==> src/rtl/fsm_datapath_slice_if.sv <==
// Controller-to-datapath control bundle plus the result bus and flags returned to the controller.
// The controller side uses the master modport and the datapath uses the slave modport.
interface fsm_datapath_slice_if;
    logic [15:0] immediate;
    logic        imm_control;
    logic [4:0]  control1;
    logic [4:0]  control2;
    logic [7:0]  opcode;
    logic        buff_en;
    logic [15:0] enable;
    logic [15:0] bus;
    logic [3:0]  flags;

    modport master (
        output immediate, imm_control, control1, control2, opcode, buff_en, enable,
        input  bus, flags
    );

    modport slave (
        input  immediate, imm_control, control1, control2, opcode, buff_en, enable,
        output bus, flags
    );
endinterface

==> src/rtl/fsm_datapath_slice.sv <==
// Datapath slice: register file, operand latches A/B, ALU, result bus, {V,N,Z,C} flags, debug port, sticky protocol error.
// Optional macro DATAPATH_MUL_EN adds opcode 0x09 (low 16 bits of A*B).
module fsm_datapath_slice #(
    parameter int NUM_REGS = 16
) (
    input  logic                        clk,
    input  logic                        reset,
    fsm_datapath_slice_if.slave         ctl,
    input  logic [3:0]                  dbg_sel,
    output logic [15:0]                 dbg_data,
    output logic                        proto_err
);

    localparam logic [4:0]  NUM_REGS_W = 5'(NUM_REGS);
    localparam logic [15:0] IMPL_MASK  = 16'((32'd1 << NUM_REGS) - 32'd1);

    logic [15:0] regs [16];
    logic [15:0] lat_a, lat_b;
    logic [3:0]  flags_q;
    logic        proto_err_q;

    logic [15:0] result;
    logic        c_out, v_out, op_valid;
    logic [16:0] sum17, diff17, shl17, shr17;
`ifdef DATAPATH_MUL_EN
    logic [31:0] prod;
`endif

    // NOTE: every always_comb output gets a default before the case, so no path can infer a latch.
    always_comb begin
        result   = '0;
        c_out    = 1'b0;
        v_out    = 1'b0;
        op_valid = 1'b1;
        sum17    = {1'b0, lat_a} + {1'b0, lat_b};
        diff17   = {1'b0, lat_a} - {1'b0, lat_b};
        shl17    = {1'b0, lat_a} << lat_b[3:0];
        // Bit 0 of the right shift catches the last bit shifted out.
        shr17    = {lat_a, 1'b0} >> lat_b[3:0];
`ifdef DATAPATH_MUL_EN
        prod     = lat_a * lat_b;
`endif
        case (ctl.opcode)
            8'h00: result = lat_a;
            8'h01: result = lat_a & lat_b;
            8'h02: result = lat_a | lat_b;
            8'h03: result = lat_a ^ lat_b;
            8'h04: result = ~lat_a;
            8'h05: begin
                result = sum17[15:0];
                c_out  = sum17[16];
                v_out  = (lat_a[15] == lat_b[15]) && (sum17[15] != lat_a[15]);
            end
            8'h06: begin
                result = diff17[15:0];
                c_out  = diff17[16];
                v_out  = (lat_a[15] != lat_b[15]) && (diff17[15] != lat_a[15]);
            end
            8'h07: begin
                result = shl17[15:0];
                c_out  = shl17[16];
            end
            8'h08: begin
                result = shr17[16:1];
                c_out  = shr17[0];
            end
`ifdef DATAPATH_MUL_EN
            8'h09: begin
                result = prod[15:0];
                c_out  = |prod[31:16];
            end
`endif
            default: op_valid = 1'b0;
        endcase
    end

    assign ctl.bus   = ctl.buff_en ? result : 16'h0000;
    assign ctl.flags = flags_q;
    assign proto_err = proto_err_q;
    assign dbg_data  = ({1'b0, dbg_sel} < NUM_REGS_W) ? regs[dbg_sel] : 16'h0000;

    logic        a_bad, b_bad, en_bad, op_bad, a_load, b_load;
    logic [15:0] wr_mask;

    always_comb begin
        a_bad   = ctl.control1 > NUM_REGS_W;
        a_load  = (ctl.control1 != 5'd0) && !a_bad;
        b_bad   = ctl.imm_control ? (ctl.control2 != 5'd0) : (ctl.control2 > NUM_REGS_W);
        b_load  = !ctl.imm_control && (ctl.control2 != 5'd0) && !b_bad;
        en_bad  = ((ctl.enable != 16'h0000) && !ctl.buff_en) || ((ctl.enable & ~IMPL_MASK) != 16'h0000);
        op_bad  = ctl.buff_en && !op_valid;
        wr_mask = ctl.buff_en ? (ctl.enable & IMPL_MASK) : 16'h0000;
    end

    // NOTE: non-blocking assignments throughout, so latch loads see the register values from before this edge's writes.
    always_ff @(posedge clk) begin
        if (reset) begin
            // NOTE: the register file is cleared on reset because the debug port must read zero immediately afterwards.
            for (int i = 0; i < 16; i++) regs[i] <= 16'h0000;
            lat_a       <= 16'h0000;
            lat_b       <= 16'h0000;
            flags_q     <= 4'h0;
            proto_err_q <= 1'b0;
        end else begin
            for (int i = 0; i < 16; i++) begin
                if (wr_mask[i]) regs[i] <= ctl.bus;
            end
            if (a_load) lat_a <= regs[ctl.control1[3:0] - 4'd1];
            if (ctl.imm_control) lat_b <= ctl.immediate;
            else if (b_load) lat_b <= regs[ctl.control2[3:0] - 4'd1];
            if (ctl.buff_en && op_valid) flags_q <= {v_out, result[15], result == 16'h0000, c_out};
            if (a_bad || b_bad || en_bad || op_bad) proto_err_q <= 1'b1;
        end
    end

endmodule

==> src/flat_wrapper.sv <==
// flat-port wrapper written by rule: the top's interface ports become plain ports
module fsm_datapath_slice_flat 
#(
    parameter int NUM_REGS = 16
)
  (clk, reset, dbg_sel, dbg_data, proto_err, ctl_immediate, ctl_imm_control, ctl_control1, ctl_control2, ctl_opcode, ctl_buff_en, ctl_enable, ctl_bus, ctl_flags);
  fsm_datapath_slice_if ctl_i ();
  input  logic clk;
  input  logic reset;
  input  logic [3:0] dbg_sel;
  output logic [15:0] dbg_data;
  output logic proto_err;
  input wire logic [$bits(ctl_i.immediate)-1:0] ctl_immediate;
  input wire logic [$bits(ctl_i.imm_control)-1:0] ctl_imm_control;
  input wire logic [$bits(ctl_i.control1)-1:0] ctl_control1;
  input wire logic [$bits(ctl_i.control2)-1:0] ctl_control2;
  input wire logic [$bits(ctl_i.opcode)-1:0] ctl_opcode;
  input wire logic [$bits(ctl_i.buff_en)-1:0] ctl_buff_en;
  input wire logic [$bits(ctl_i.enable)-1:0] ctl_enable;
  output wire logic [$bits(ctl_i.bus)-1:0] ctl_bus;
  output wire logic [$bits(ctl_i.flags)-1:0] ctl_flags;
  assign ctl_i.immediate = ctl_immediate;
  assign ctl_i.imm_control = ctl_imm_control;
  assign ctl_i.control1 = ctl_control1;
  assign ctl_i.control2 = ctl_control2;
  assign ctl_i.opcode = ctl_opcode;
  assign ctl_i.buff_en = ctl_buff_en;
  assign ctl_i.enable = ctl_enable;
  assign ctl_bus = ctl_i.bus;
  assign ctl_flags = ctl_i.flags;
  fsm_datapath_slice #(.NUM_REGS(NUM_REGS)) u_core (.clk(clk), .reset(reset), .ctl(ctl_i), .dbg_sel(dbg_sel), .dbg_data(dbg_data), .proto_err(proto_err));
endmodule
==> config.mk <==
export PLATFORM = sky130hd
export DESIGN_NAME = fsm_datapath_slice_flat
export DESIGN_NICKNAME = d
export VERILOG_FILES = /design/src/rtl/fsm_datapath_slice_if.sv /design/src/rtl/fsm_datapath_slice.sv /design/src/flat_wrapper.sv
export SDC_FILE = /design/constraint.sdc
export NUM_CORES = 1
export LEC_CHECK = 0
export ABC_CLOCK_PERIOD_IN_PS = 5100
export BUFFER_PORTS_ARGS = -buffer_cell sky130_fd_sc_hd__buf_2
export CAP_MARGIN = 15
export CORE_ASPECT_RATIO = 0.75
export CORE_MARGIN = 4
export CORE_UTILIZATION = 54
export DETAILED_ROUTE_END_ITERATION = 16
export GPL_ROUTABILITY_DRIVEN = 0
export PLACE_DENSITY = 0.76
export SLEW_MARGIN = 20
export SYNTH_ARGS = -nofsm -noshare
export SYNTH_HDL_FRONTEND = slang
export SYNTH_SLANG_ARGS = --single-unit
==> constraint.sdc <==
create_clock -name clk -period 5.1 [get_ports clk]
set_input_delay 0.765 -clock clk [delete_from_list [all_inputs] [get_ports clk]]
set_output_delay 0.765 -clock clk [all_outputs]
set_load 0.01 [all_outputs]
==> run metrics <==
status finished clean; Post-layout nets 1,760; area leader, netlist edfxtp_1; Die Area 41,300 µm²; vias after detailed routing 16,200; max cap viols 0; Reg2Reg Launch Point u_core.lat_a[0]; CTS root buffer clkbuf_16; Core Area 37,300 µm²; Post-Layout Cell Count 2,175; ANT nets after route 0; Setup crit end kind output pin; Async S/R FF share, synth 0%; proportion of layout cells with a drive suffix above 1 29.3%; FF+latch count, synth 293; max-slew violations 0; initial drt markers 3,348; CP Max Fanout 8; clk sink count 293; # rows 61; first-pass GRT wire length 102,000 µm; number of global-route vias before repair 15,700; Detailed Place HPWL 46,300 µm; fin crit period 4.99 ns; largest net degree at the start of global routing 65; Die Y 177 µm; ys flop type edfxtp_1; Cell variety after synth 80; DRC viols 0; CP Data Arrival Time 4.23 ns; RSZ-0062 raised after global routing false; adder-cell area share of the yosys netlist 3.48%; die width 233 µm; Compound-Gate Fraction of Synth Area 9.08%; hold_ws 0.468 ns; clock slew at reported path FFs 0.07 ns; H-Tree Depth 1; Setup Skew 0.0306 ns; r2r setup slk 0.65 ns; post-synth net total 1,741; PortBufs 94; Tcrit/Tclk final 97.9%; Mapped Area 20,600 µm²; hold path depth 2; yosys warns 0; main combinational cell family by area after synthesis multiplexers; final setup vio count 0; WL final 69,100 µm; Vias/cell 7.46; Critical Path RT 4.34 ns; hold_buf cts 0; Setup CP Type reg2out; Peak VDD IR 0.226 mV; total CTS buffers 30; PD cells 304 nW/µm²; P_leak 8.06 nW; most frequent cells in the layout 258 x mux4_2, 256 x edfxtp_1, 240 x nor2_1; Tot GR Track Use 33.4%; min-delay worst type reg2reg; setup repair bufs after CTS 0; final core utilization 60.4%; Place WS 0.694 ns; EDFF count, synth 256; reg2reg end u_core.regs[14][14]; Final Cell Area 22,500 µm²; DR WL/cell 31.8 µm; 1st-pass router iterations 12; Setup WS post-layout 0.109 ns; HP Start u_core.ctl.flags[3]; Yosys top cell area share 37.4%; Synth Area in Simple Gates 10.1%; total gr overflow 0; Slew HR 23.8%; initial core utilization 55.1%; worst slew pin tran 1.14 ns; f_max 0.200 GHz; initial antenna violation count 1; Synth area leaders edfxtp_1 37%, mux4_2 28%, nor2_1 4.4%; Area Growth Syn to Fin 9.60%; total power 6.85 mW; boundary pin count 95; Startpoint Class flip-flop; clk_lat worst skew 0.59 ns; FF-to-FF path depth 12; post-synthesis sequential area ratio 41.0%; commonest non-fill, non-tap cell in the layout mux4_2; Worst Hold End u_core.ctl.flags[3]; Post-Syn Instances 1,627; CTS tree built; placed cells 2,118; Avg Inst Size Synth 12.6 µm²; post-synthesis mux area share 30.9%; area share of xor/xnor cells in the synthesized design 0.937%; placed inst area 21,500 µm²; Clock Path Buffers 3; Fin Setup TNS 0 ns; Final Hold Fails 0
## Yosys cell counts (all sizes together) (4+ instances only)
cell / n
nand2: 71
xor2: 11
a32o: 4
a21o: 8
mux2i: 40
o211ai: 15
o22ai: 11
nand3: 13
o21bai: 8
a211oi: 41
buf: 66
clkbuf: 90
a31oi: 8
ha: 54
nor2: 242
a221oi: 6
a311oi: 8
dfxtp: 37
inv: 72
a22oi: 9
nor3: 29
o221ai: 6
nand4: 6
nor4: 10
o31ai: 7
nand2b: 31
o32ai: 5
and2: 5
nor2b: 30
xnor2: 11
mux4: 259
o21ai: 38
edfxtp: 256
a21oi: 47
mux2: 10
## how the worst max path moves through the flow
stage                    startpoint                 end  slack [ns]  depth (start not counted)
finish              u_core.lat_a[0]         ctl_bus[14]        0.11                         12
floorplan           ctl_control1[0]     u_core.lat_a[0]        0.95                          9
CTS                 u_core.lat_a[1]          ctl_bus[7]        0.14                         10
detailed placement  u_core.lat_a[1]  u_core.regs[14][7]        0.69                         10
global route        u_core.lat_a[1]         ctl_bus[15]        0.02                         13
global placement    u_core.lat_a[1]  u_core.regs[12][7]        0.95                         10
## layer usage
layer	up-vias	track usage (%)	wire length, µm
met3	255	13.6	11300
li1	6433	-	-
met1	7959	46.6	24800
met2	1566	47.4	29600
met4	4	12.4	3320
met5	-	1.68	110
## sequential cells by signal (all words and copies together), names as in the netlist
signal and flops:
u_core.lat_b 16, u_core.lat_a 16, u_core.ctl.flags 4, u_core.regs 256
u_core.proto_err 1
## area by class of cell
cell class                 count  area [µm²]
sequential                   293        8430
fill                        2788       14800
tap                          504         631
antenna                        1        2.50
clock inverter                18         255
timing repair buffer         143         875
multi-input combinational   1104       11300
clock buffer                  38         781
inverter                      74         278
## power breakdown
part / leakage (nW) / internal, mW / total [mW] / switching, mW
combinational: 4.51 / 0.683 / 1.63 / 0.945
sequential: 3.04 / 2.73 / 2.86 / 0.122
clock: 0.505 / 1.39 / 2.37 / 0.975
total: 8.06 / 4.81 / 6.85 / 2.04
## worst max-delay path, cell delays in order, from the launching register on
cell and delay, ns:
dfxtp_1 0.50, ha_1 0.28, inv_1 0.07, fa_1 0.42, nor2b_1 0.19, o2111ai_1 0.32, nand3b_1 0.36, a311oi_2 0.16
o21ai_1 0.32, o221ai_1 0.19, a221oi_1 0.54, nor2_1 0.11, buf_2 0.16
## logic make-up (layout without fill, tap and decap cells)
family,Yosys count,in the layout
muxes,309,309
and+or+nand+nor,454,454
buffers and inverters,230,273
adders and majority gates,56,56
xor gates and xnor gates,22,22
DFF,293,293
AOI/OAI and AO/OA,263,263
other,0,1
## repair_timing
| action | in CTS | in global routing |
|---|---|---|
| endpoints found under the hold margin | 0 | 0 |
| gates resized for setup | 0 | 2 |
| setup endpoints to repair | 0 | 2 |
(Power assumes the default switching activity.)
